File: src/rtl/pixel_fetch_serializer.sv
// Prefetches two-pixel frame-buffer words into a small FIFO and serializes them one
// pixel per request, hiding memory read latency from the video output stage.
module pixel_fetch_serializer #(
    parameter int H_ACTIVE = 640,
    parameter int V_ACTIVE = 480,
    parameter int ADDR_W   = 18,
    parameter int READ_LAT = 1,
    parameter int DEPTH    = 4
) (
    input  logic              clk,
    input  logic              rst,
    input  logic              frame_start,
    input  logic              pix_req,
    input  logic [47:0]       mem_rgb,
    output logic [ADDR_W-1:0] mem_addr,
    output logic              mem_rd,
    output logic [23:0]       pix_rgb,
    output logic              pix_valid,
    output logic              underrun,
    output logic              frame_done
);
    localparam int TOTAL = H_ACTIVE * V_ACTIVE / 2;
    localparam int IW    = ADDR_W + 1;
    localparam int PW    = ADDR_W + 2;
    localparam int PTR_W = (DEPTH > 1) ? $clog2(DEPTH) : 1;
    localparam int CW    = PTR_W + 1;
    localparam int OW    = PTR_W + 3;
    localparam logic [IW-1:0] TOTAL_W  = IW'(TOTAL);
    localparam logic [PW-1:0] LAST_PIX = PW'(2 * TOTAL - 1);

    typedef enum logic [1:0] {IDLE, FETCH, DRAIN} state_t;

    state_t            state_reg;
    logic [IW-1:0]     issued_reg;
    logic [PW-1:0]     consumed_reg;
    logic              half_reg;
    logic [47:0]       fifo_mem [DEPTH];
    logic [PTR_W-1:0]  wr_ptr_reg, rd_ptr_reg;
    logic [CW-1:0]     count_reg;
    logic [READ_LAT-1:0] pipe_reg;
    logic              mem_rd_reg;
    logic [ADDR_W-1:0] mem_addr_reg;
    logic              underrun_reg, frame_done_reg;

    logic [OW-1:0] occupancy;
    logic [47:0]   head;
    logic          accept, push, pop, can_issue;

    // Committed slots: stored words, returns in the pipe, and the read strobed this cycle.
    always_comb begin
        occupancy = OW'(count_reg) + OW'(mem_rd_reg);
        for (int i = 0; i < READ_LAT; i++) begin
            occupancy = occupancy + OW'(pipe_reg[i]);
        end
    end

    assign pix_valid = (count_reg != '0);
    assign head      = fifo_mem[rd_ptr_reg];
    assign pix_rgb   = !pix_valid ? 24'h0 : (half_reg ? head[23:0] : head[47:24]);
    assign accept    = pix_req && pix_valid && !frame_start && (state_reg != IDLE);
    assign push      = pipe_reg[READ_LAT-1] && !frame_start;
    assign pop       = accept && half_reg;
    assign can_issue = (state_reg == FETCH) && (issued_reg < TOTAL_W) &&
                       (occupancy < OW'(DEPTH));

    genvar gi;
    generate
        for (gi = 0; gi < READ_LAT; gi++) begin : g_pipe
            if (gi == 0) begin : g_head
                always_ff @(posedge clk) begin
                    if (rst || frame_start) pipe_reg[gi] <= 1'b0;
                    else                    pipe_reg[gi] <= mem_rd_reg;
                end
            end else begin : g_tail
                always_ff @(posedge clk) begin
                    if (rst || frame_start) pipe_reg[gi] <= 1'b0;
                    else                    pipe_reg[gi] <= pipe_reg[gi-1];
                end
            end
        end
    endgenerate

    always_ff @(posedge clk) begin
        if (push) fifo_mem[wr_ptr_reg] <= mem_rgb;
    end

    always_ff @(posedge clk) begin
        if (rst) begin
            state_reg      <= IDLE;
            issued_reg     <= '0;
            consumed_reg   <= '0;
            half_reg       <= 1'b0;
            wr_ptr_reg     <= '0;
            rd_ptr_reg     <= '0;
            count_reg      <= '0;
            mem_rd_reg     <= 1'b0;
            mem_addr_reg   <= '0;
            underrun_reg   <= 1'b0;
            frame_done_reg <= 1'b0;
        end else begin
            frame_done_reg <= 1'b0;
            if (frame_start) begin
                // Restart launches word 0 immediately; anything still returning is dropped.
                wr_ptr_reg   <= '0;
                rd_ptr_reg   <= '0;
                count_reg    <= '0;
                consumed_reg <= '0;
                half_reg     <= 1'b0;
                underrun_reg <= 1'b0;
                mem_rd_reg   <= 1'b1;
                mem_addr_reg <= '0;
                issued_reg   <= IW'(1);
                if (TOTAL == 1) state_reg <= DRAIN;
                else            state_reg <= FETCH;
            end else begin
                if (push) wr_ptr_reg <= wr_ptr_reg + 1'b1;
                if (pop)  rd_ptr_reg <= rd_ptr_reg + 1'b1;
                count_reg <= count_reg + CW'(push) - CW'(pop);

                if (accept) begin
                    half_reg     <= ~half_reg;
                    consumed_reg <= consumed_reg + 1'b1;
                    if (consumed_reg == LAST_PIX) begin
                        state_reg      <= IDLE;
                        frame_done_reg <= 1'b1;
                    end
                end else if (pix_req) begin
                    underrun_reg <= 1'b1;
                end

                if (can_issue) begin
                    mem_rd_reg   <= 1'b1;
                    mem_addr_reg <= issued_reg[ADDR_W-1:0];
                    issued_reg   <= issued_reg + 1'b1;
                    if (issued_reg == TOTAL_W - 1'b1) state_reg <= DRAIN;
                end else begin
                    mem_rd_reg <= 1'b0;
                end
            end
        end
    end

    assign mem_rd     = mem_rd_reg;
    assign mem_addr   = mem_addr_reg;
    assign underrun   = underrun_reg;
    assign frame_done = frame_done_reg;
endmodule
File: config.mk
export PLATFORM = sky130hd
export DESIGN_NAME = pixel_fetch_serializer
export DESIGN_NICKNAME = d
export VERILOG_FILES = /design/src/rtl/pixel_fetch_serializer.sv
export SDC_FILE = /design/constraint.sdc
export NUM_CORES = 1
export LEC_CHECK = 0
export ABC_CLOCK_PERIOD_IN_PS = 3200
export CORE_UTILIZATION = 50
export DETAILED_ROUTE_END_ITERATION = 10
export GPL_TIMING_DRIVEN = 0
export HOLD_SLACK_MARGIN = 0.03
export MAX_ROUTING_LAYER = met4
export PLACE_DENSITY = 0.71
export SLEW_MARGIN = 10
export SYNTH_ARGS = -nofsm -noshare
export SYNTH_HDL_FRONTEND = slang
export SYNTH_SLANG_ARGS = --single-unit
File: constraint.sdc
create_clock -name clk -period 3.2 [get_ports clk]
set_input_delay 0.64 -clock clk [delete_from_list [all_inputs] [get_ports clk]]
set_output_delay 0.64 -clock clk [all_outputs]
set_load 0.02 [all_outputs]
==> impl_metrics.yaml, run 1 <==
floorplan:
  die_y_um: 147
  coreArea_mm2: 0.0204
  fp.dieW_um: 147
  ios: 98
  start_util_pct: 51.4
  fp-row-count: 52
  dieArea_mm2: 0.0215
synth:
  synth-main-ff-cell: "edfxtp_1"
  synthCells: 679
  yosysMostFrequentCell: "edfxtp_1"
  syn-num-nets: 742
  netlist_top_cells_area: "edfxtp_1 55%, dfxtp_1 14%, mux4_2 10%"
  ys_ff_latch: 265
  synth_commonest_cells: "192 x edfxtp_1, 73 x dfxtp_1, 65 x nor2_1, 52 x nand2_1, 48 x mux4_2"
  synth_top_area_share_pct: 55.1
  syn_area_mm2: 0.0105
  synth-edff-count: 192
  yosys_warnings: 0
  synth.distinct_cells: 44
  synth_area_leader_cell: "edfxtp_1"
  syn_avg_cell_area_um2: 15.4
  yosysSeqAreaShare_pct: 69.0
  synthArstFlopShare_pct: 0
sta:
  finalHoldViolCount: 0
  slew_violations: 0
  skew_ns: 0.0138
  setup_viol: 0
  fin_ws_ns: 0.0449
  fmax_mhz: 317
  tns_ns: 0
  period_minus_slack_ns: 3.16
  period_share_pct: 98.6
  slew_headroom_pct: 48.8
  worstMarginPinSlew_ns: 0.768
route:
  vias_per_cell: 5.54
  top_layer_used: "met4"
  via_count: 6065
  wl_met1_um: 8790
  routedWlPerCell_um: 19.2
  drt-pass1-iter-count: 5
  drtIter0Drc: 314
  wirelength_um: 21000
  met2_length_um: 10600
  met3_wirelength_um: 1070
  drcViolationCount: 0
  ant_nets: 0
cells_and_area:
  finalNonFillerCells: 1094
  area_growth_pct: 21.5
  drive_gt1_share_pct: 14.0
  largest_reg_flops: 192
  fin_util_pct: 62.5
  nets: 867
place:
  dp_cells: 1046
  gp_congestion: 0.890
  port_buffers: 97
  place_worst_setup_slack_ns: -0.188
  dp_hpwl_um: 13100
outcome:
  status: "completed"
min_path:
  hold_end: "mem_addr[10]"
  hold_path_startpoint: "mem_addr[10]"
  hold_depth: 2
  hp-class: "flip-flop to flip-flop"
grt:
  grt_pass1_vias: 6416
  grt_usage_pct: 20.7
  grt-ovfl-total: 0
  antenna_found_initial: 2
  grt_max_degree: 49
  grt_pass1_wl_um: 33500
clock_tree:
  numCtsBuffers: 27
  clock_latency_ns: 0.54
  tritoncts: "yes"
  clockRootBuffer: "clkbuf_16"
  cts.path.max_buffers: 3
  cts.clk_slew.worst_paths_ns: 0.06
  cts.sinks: 265
  htreeDepth: 1
worst_setup_path:
  crit_required_ns: 2.56
  worstSetupStartpointType: "flip-flop"
  slowest_stage: "mux4_2"
  r2r.worst_path.cells: 9
  timing.rr.end: "count_reg[2]"
  cp.arrival_ns: 2.52
  crit_fanout: 10
  ff2ff_setup_slack_ns: 0.49
  worstSetupPathType: "flip-flop to primary output"
  cp_cell_sequence: "buf_6, buf_8, mux4_2, mux2i_1, nor2_1, dlygate4sd2_1"
  critPathMaxStageDelay_ns: 0.52
  r2r-start: "count_reg[1]"
  cp-end-kind: "primary output"
  critical_path.top_delay_family: "buffers and inverters"
  critPathBufInv: 3
pwr:
  total_power_uw: 6900
  vdd_ir_drop_max_v: 0.000440
  power_density_mw_per_mm2: 542
  leakage_uw: 0.00419
flow_run:
  cap_violations: 0
[layout by cell type (no fill, tap or decap), types with 5 or more instances in the layout]
cell type | netlist | routed
a21oi_1 | 29 | 29
and2_1 | 10 | 6
clkbuf_1 | 20 | 17
clkbuf_16 | 0 | 27
clkdlybuf4s50_1 | 0 | 74
clkinv_2 | 0 | 5
dfxtp_1 | 73 | 73
dlygate4sd2_1 | 0 | 11
dlymetal6s2s_1 | 0 | 12
edfxtp_1 | 192 | 192
ha_1 | 10 | 10
inv_1 | 17 | 17
mux2i_1 | 28 | 28
mux4_2 | 48 | 48
nand2_1 | 52 | 52
nand3_1 | 10 | 10
nand4_1 | 13 | 13
nor2_1 | 65 | 65
nor3_1 | 10 | 9
nor4_1 | 14 | 14
or3_1 | 5 | 5
xnor2_1 | 23 | 23
xor2_1 | 7 | 7
[power by group]
| part | leakage, µW | switching, µW | internal, µW |
|---|---|---|---|
| logic | 0.00147 | 103 | 88.8 |
| registers | 0.00232 | 8.57 | 3690 |
| clock network | 0.000407 | 1270 | 1730 |
[metrics by stage]
step / hold slack [ns] / instance area, µm²
finish: 0.452 / 12700
global route: 0.485 / 12700
CTS: 0.460 / 12700
detailed placement: 0.450 / 11800
global placement: 0.442 / 11800
floorplan: 0.450 / 10500
[what timing repair did]
item,4_1_cts,5_1_grt
gates resized for setup,38,23
setup endpoints to repair,25,16
hold buffers,0,0
buffers inserted,0,0
[cell families (layout without fill, tap and decap cells)]
group                      Yosys count  count (layout)  share of synthesized area (%)
AOI/OAI and AO/OA                   47              47                           2.98
xor gates and xnor gates            30              30                           2.51
adders and majority gates           11              11                           1.39
buffers and inverters               50             193                           1.94
DFF                                265             265                           69.0
muxes                               76              76                           13.0
other                                0               2                              0
and+or+nand+nor                    200             200                           9.18
[layout make-up]
cell class	instances	area, µm²
Antenna cell	2	5.00
Timing Repair Buffer	97	987
Sequential cell	265	7230
Tap cell	270	338
Fill cell	1497	7650
Multi-Input combinational cell	364	3060
Clock inverter	15	136
Buffer	32	200
Inverter	17	63.8
Clock buffer	32	704
[tightest hold or removal path: cells and delay by family (launching register included)]
| kind | cells | cell delay (ns) |
|---|---|---|
| flops | 1 | 0.31 |
| simple gates | 1 | 0.05 |
| compound gates | 1 | 0.05 |
[worst max path at each step]
stage | from | endpoint | slack [ns] | cells after the start
3_5_place_dp | flip-flop | pix_rgb[13] | -0.19 | 6
5_1_grt | flip-flop | pix_rgb[13] | -0.02 | 6
3_3_place_gp | frame_start | fifo_mem[2][14] | -0.82 | 3
2_1_floorplan | frame_start | fifo_mem[0][0] | 0.78 | 2
4_1_cts | flip-flop | pix_rgb[15] | -0.17 | 5
6_report | flip-flop | pix_rgb[3] | 0.04 | 6
[layer usage]
metal / GRT usage (%) / up-vias
li1: - / 2829
met1: 25.7 / 3032
met2: 34.5 / 161
met3: 3.76 / 43
met4: 6.30 / 0
met5: - / -
(Power assumes the default switching activity.)
==> inputs of run 2 (changes only) <==
Settings changed: CORE_UTILIZATION 50 to 41, PLACE_DENSITY 0.71 to default, SLEW_MARGIN 10 to 5.
==> run 2 against run 1 <==
- power shrank 1.4%
- count of clock-buffer cells in the layout grew 5
- flip-flop and latch count is the same
==> impl_metrics.yaml, run 2 (synthesis gave the netlist of run 1 again) <==
outcome:
  status: "completed"
sta:
  finalHoldViolCount: 0
  period_minus_slack_ns: 3.01
  period_share_pct: 94.1
  slew_violations: 0
  worstMarginPinSlew_ns: 0.772
  setup_viol: 0
  slew_headroom_pct: 48.5
  grt_setup_unrepaired: "false"
  whs_ns: 0.456
  skew_ns: 0.0160
  fmax_mhz: 332
pwr:
  switching_share_pct: 20.5
  leakage_uw: 0.00404
  total_power_uw: 6800
  comb_power_share_pct: 2.8
  p_clk_share_pct: 42.7
  internal_power_uw: 5400
  netSwitchingPower_uw: 1390
  vdd_ir_drop_max_v: 0.000413
  power_density_mw_per_mm2: 533
  pwr-share-seq_pct: 54.4
worst_setup_path:
  worstSetupPathType: "flip-flop to primary output"
  r2r-start: "count_reg[0]"
  critPathBufInv: 3
  timing.rr.end: "mem_addr[1]"
  crit_required_ns: 2.56
  cp.arrival_ns: 2.37
  ff2ff_setup_slack_ns: 0.68
  critical_path.top_delay_family: "buffers and inverters"
  worstSetupStartpointType: "flip-flop"
  cp_cell_sequence: "buf_12, buf_8, mux4_2, mux2i_1, nor2_1, dlygate4sd2_1"
  crit_fanout: 10
  cp-end-kind: "primary output"
  slowest_stage: "mux4_2"
  critPathMaxStageDelay_ns: 0.54
  r2r.worst_path.cells: 9
place:
  placement.cell_area_mm2: 0.0119
  port_buffers: 97
  dp_hpwl_um: 13300
  gp_congestion: 0.826
cells_and_area:
  nets: 869
  fin_util_pct: 50.8
  area_growth_pct: 21.8
  final_area_mm2: 0.0128
  largest_reg_flops: 192
  final_cell_mix: "192 x edfxtp_1, 73 x clkdlybuf4s50_1, 72 x dfxtp_1, 65 x nor2_1, 52 x nand2_1"
  drive_gt1_share_pct: 13.5
  final_common_cell: "edfxtp_1"
  n_fill_cell: 2174
clock_tree:
  htreeDepth: 1
  holdBufCountCts: 0
  cts.sinks: 265
  cts.path.max_buffers: 3
  clock_latency_ns: 0.55
  clockRootBuffer: "clkbuf_16"
  cts.clk_slew.worst_paths_ns: 0.06
  tritoncts: "yes"
  numCtsBuffers: 28
floorplan:
  fp-row-count: 58
  die_y_um: 162
  start_util_pct: 41.7
  fp.dieW_um: 162
  coreArea_mm2: 0.0251
  dieArea_mm2: 0.0262
  ios: 98
min_path:
  hold_path_startpoint: "mem_addr[9]"
  hold_end: "mem_addr[9]"
  hp-class: "flip-flop to flip-flop"
  hold_depth: 2
grt:
  grt_max_degree: 49
  antenna_found_initial: 1
  grt_usage_pct: 17.1
  grt-ovfl-total: 0
  grt_pass1_vias: 6297
  grt_pass1_wl_um: 33700
route:
  drtIter0Drc: 345
  routedWlPerCell_um: 18.2
  drcViolationCount: 0
  via_count: 5988
  wirelength_um: 21100
  ant_nets: 0
  drt-pass1-iter-count: 4
  vias_per_cell: 5.17
flow_run:
  cap_violations: 0
==> run 2: cell types whose count changed in the layout (fill, tap and decap cells not counted), sizes merged <==
cell / delta
clkbuf: +6
bufinv: -2
inv: -1
clkinvlp: -3
diode: -1
clkdlybuf4s50: -1
clkdlybuf4s18: -1
dlygate4sd2: +13
buf: +2
clkinv: +6
clkdlybuf4s15: -1
dlymetal6s2s: -12
==> run 2: per-layer routing <==
metal	track usage, %	up-vias	part of all wire, %
met5	-	-	0
met4	4.42	0	2.2
met3	3.91	37	5.3
met2	27.8	138	49
met1	21.6	2972	44
li1	-	2841	-
==> run 2: cell type report <==
class | instances | area [µm²] | share of cell area [%]
tap | 330 | 413 | 3.24
inverter | 17 | 63.8 | 0.500
clock buffer | 37 | 734 | 5.76
sequential | 265 | 7230 | 56.7
antenna | 1 | 2.50 | 0.0196
clock inverter | 15 | 98.8 | 0.775
buffer | 33 | 209 | 1.64
timing repair buffer | 97 | 941 | 7.38
multi-input combinational | 364 | 3060 | 24.0
==> run 2: worst register-to-register path: cells and delay by family (launching register included) <==
kind,cells,cell delay [ns]
fa+ha+maj,1,0.32
simple gates,2,0.26
buf+inv,3,0.72
flops,1,0.35
compound gates,3,0.79
==> run 2: worst max path at each step <==
stage,depth (start not counted),from,endpoint
6_report,6,flip-flop,pix_rgb[9]
5_1_grt,6,flip-flop,pix_rgb[13]
4_1_cts,6,flip-flop,pix_rgb[13]
3_5_place_dp,4,count_reg[1],pix_rgb[3]
3_3_place_gp,3,frame_start,fifo_mem[3][31]
2_1_floorplan,2,frame_start,fifo_mem[0][0]
==> run 2: per-stage QoR <==
step           instances  setup WS [ns]  TNS (ns)
2_1_floorplan        679          0.777         0
3_3_place_gp        1106         -0.906   -175.26
3_5_place_dp        1106         -0.201     -3.13
4_1_cts             1158         0.0292         0
5_1_grt             1159         0.0577         0
6_report            1159          0.190         0
==> run 2: what timing repair did <==
item,CTS,global route
resized for setup,63,6
setup buffers,0,0
endpoints found under the setup margin,25,5
==> run 2: power by group through the flow <==
stage | registers [µW] | clock network [µW] | logic (µW)
CTS | 3700 | 2990 | 194
floorplan | 3780 | 0 | 67.3
global placement | 3770 | 0 | 186
global route | 3700 | 3120 | 209
detailed placement | 3770 | 0 | 194
finish | 3700 | 2900 | 192
==> inputs of run 3 (changes only) <==
Settings changed: CORE_UTILIZATION 41 to 35.
==> run 3 against run 2 <==
- register-to-register slack worse by 0.05 ns
- largest power group unchanged
- design area is 1.1% higher
- critical endpoint is now pix_rgb[17]
- global-route usage is 2.4 points lower
- fmax is 2.2% lower
- via count is 0.43% lower
==> impl_metrics.yaml, run 3 (synthesis gave the netlist of run 1 again) <==
clock_tree:
  htreeDepth: 1
  cts_resized: 53
  clockRootBuffer: "clkbuf_16"
  cts.path.max_buffers: 3
  cts_setup_buffers: 0
  tritoncts: "yes"
  cts.sinks: 265
  clock_latency_ns: 0.57
  numCtsBuffers: 28
  holdBufCountCts: 0
  cts.clk_slew.worst_paths_ns: 0.06
worst_setup_path:
  crit_required_ns: 2.56
  critPathBufInv: 3
  worstSetupPathType: "flip-flop to primary output"
  cp.arrival_ns: 2.44
  cp_cell_sequence: "buf_12, buf_8, mux4_2, mux2i_1, nor2_1, dlygate4sd2_1"
  critical_path.top_delay_family: "buffers and inverters"
  slowest_stage: "mux4_2"
  crit_fanout: 10
  cp-end-kind: "primary output"
  critPathMaxStageDelay_ns: 0.50
  worstSetupStartpointType: "flip-flop"
pwr:
  power_density_mw_per_mm2: 542
  leakage_uw: 0.00411
  total_power_uw: 6990
  vdd_ir_drop_max_v: 0.000477
route:
  wirelength_um: 21300
  drtIter0Drc: 414
  ant_nets: 0
  drt-pass1-iter-count: 5
  vias_per_cell: 4.92
  via_count: 5962
  drcViolationCount: 0
  routedWlPerCell_um: 17.6
floorplan:
  fp-row-count: 62
  coreArea_mm2: 0.0291
  dieArea_mm2: 0.0306
  fp.dieW_um: 175
  start_util_pct: 36.0
  ios: 98
  die_y_um: 175
sta:
  slew_headroom_pct: 46.6
  slew_violations: 0
  grt_setup_unrepaired: "false"
  period_minus_slack_ns: 3.08
  setup_viol: 0
  finalHoldViolCount: 0
  fmax_mhz: 325
  worstMarginPinSlew_ns: 0.795
  whs_ns: 0.453
  skew_ns: 0.0470
  period_share_pct: 96.2
place:
  placement.cell_area_mm2: 0.0119
  port_buffers: 97
  dp_hpwl_um: 13300
  gp_congestion: 0.807
flow_run:
  cap_violations: 0
cells_and_area:
  multiInputGateArea_mm2: 0.00306
  final-seq-area_mm2: 0.00723
  drive_gt1_share_pct: 13.8
  nets: 868
  largest_reg_flops: 192
  area_growth_pct: 23.1
  final_area_mm2: 0.0129
  n_fill_cell: 2648
  final_cell_mix: "192 x edfxtp_1, 73 x dfxtp_1, 73 x clkdlybuf4s50_1, 65 x nor2_1, 52 x nand2_1"
  final_common_cell: "edfxtp_1"
grt:
  grt-ovfl-total: 0
  grt_usage_pct: 14.7
  grt_pass1_vias: 6112
  grt_max_degree: 49
  grt_pass1_wl_um: 34300
  antenna_found_initial: 1
min_path:
  hp-class: "flip-flop to flip-flop"
outcome:
  status: "completed"
## run 3: through the flow
step	utilization [%]	TNS [ns]	std cells	setup slack, ns
after CTS	44.2	0	1211	0.0133
after global placement	41.0	-189.29	1160	-0.987
after floorplan	-	0	679	0.777
after global routing	44.3	0	1212	0.00779
after detailed placement	41.0	-2.80	1160	-0.215
final	44.3	0	1212	0.122
## run 3: worst paths after layout
kind         depth (start not counted)        start     endpoint  slack, ns
max                                  6    flip-flop  pix_rgb[17]       0.12
min                                  2  mem_addr[8]  mem_addr[8]       0.45
max reg2reg                          9     pipe_reg  mem_addr[1]       0.63
min reg2reg                          2  mem_addr[8]  mem_addr[8]       0.45
## run 3: area by class of cell
| cell class | instances | area share, % |
|---|---|---|
| repair buffers | 97 | 7.38 |
| inverters | 17 | 0.495 |
| flip-flops and latches | 265 | 56.1 |
| clock buffers | 40 | 6.09 |
| clock inverters | 12 | 0.864 |
| diodes | 1 | 0.0194 |
| plain buffers | 32 | 1.61 |
| multi-input cells | 364 | 23.8 |
| well taps | 384 | 3.73 |
## run 3: report_power, final
part / internal, µW / total [µW] / switching, µW
registers: 3690 / 3700 / 7.73
clock network: 1800 / 3090 / 1290
logic: 88.4 / 196 / 107
## run 3: worst reg2reg max path, cell delays in order (launching register included)
cell and delay, ns:
dfxtp_1 0.35, ha_1 0.31, a21oi_1 0.10, o2bb2ai_1 0.56, or2_1 0.18, clkbuf_1 0.22
buf_2 0.26, buf_2 0.28, nand2_1 0.09, a21oi_1 0.14
## run 3: layer usage
layer  vias to the layer above  routed length (µm)  part of all wire, %  track usage, %
met5                         -                   0                    0               -
met2                       132               10000                   47            22.8
met4                         0                 381                  1.8            3.19
li1                       2823                   -                    -               -
met1                      2975                9800                   46            20.0
met3                        32                1120                  5.2            2.92
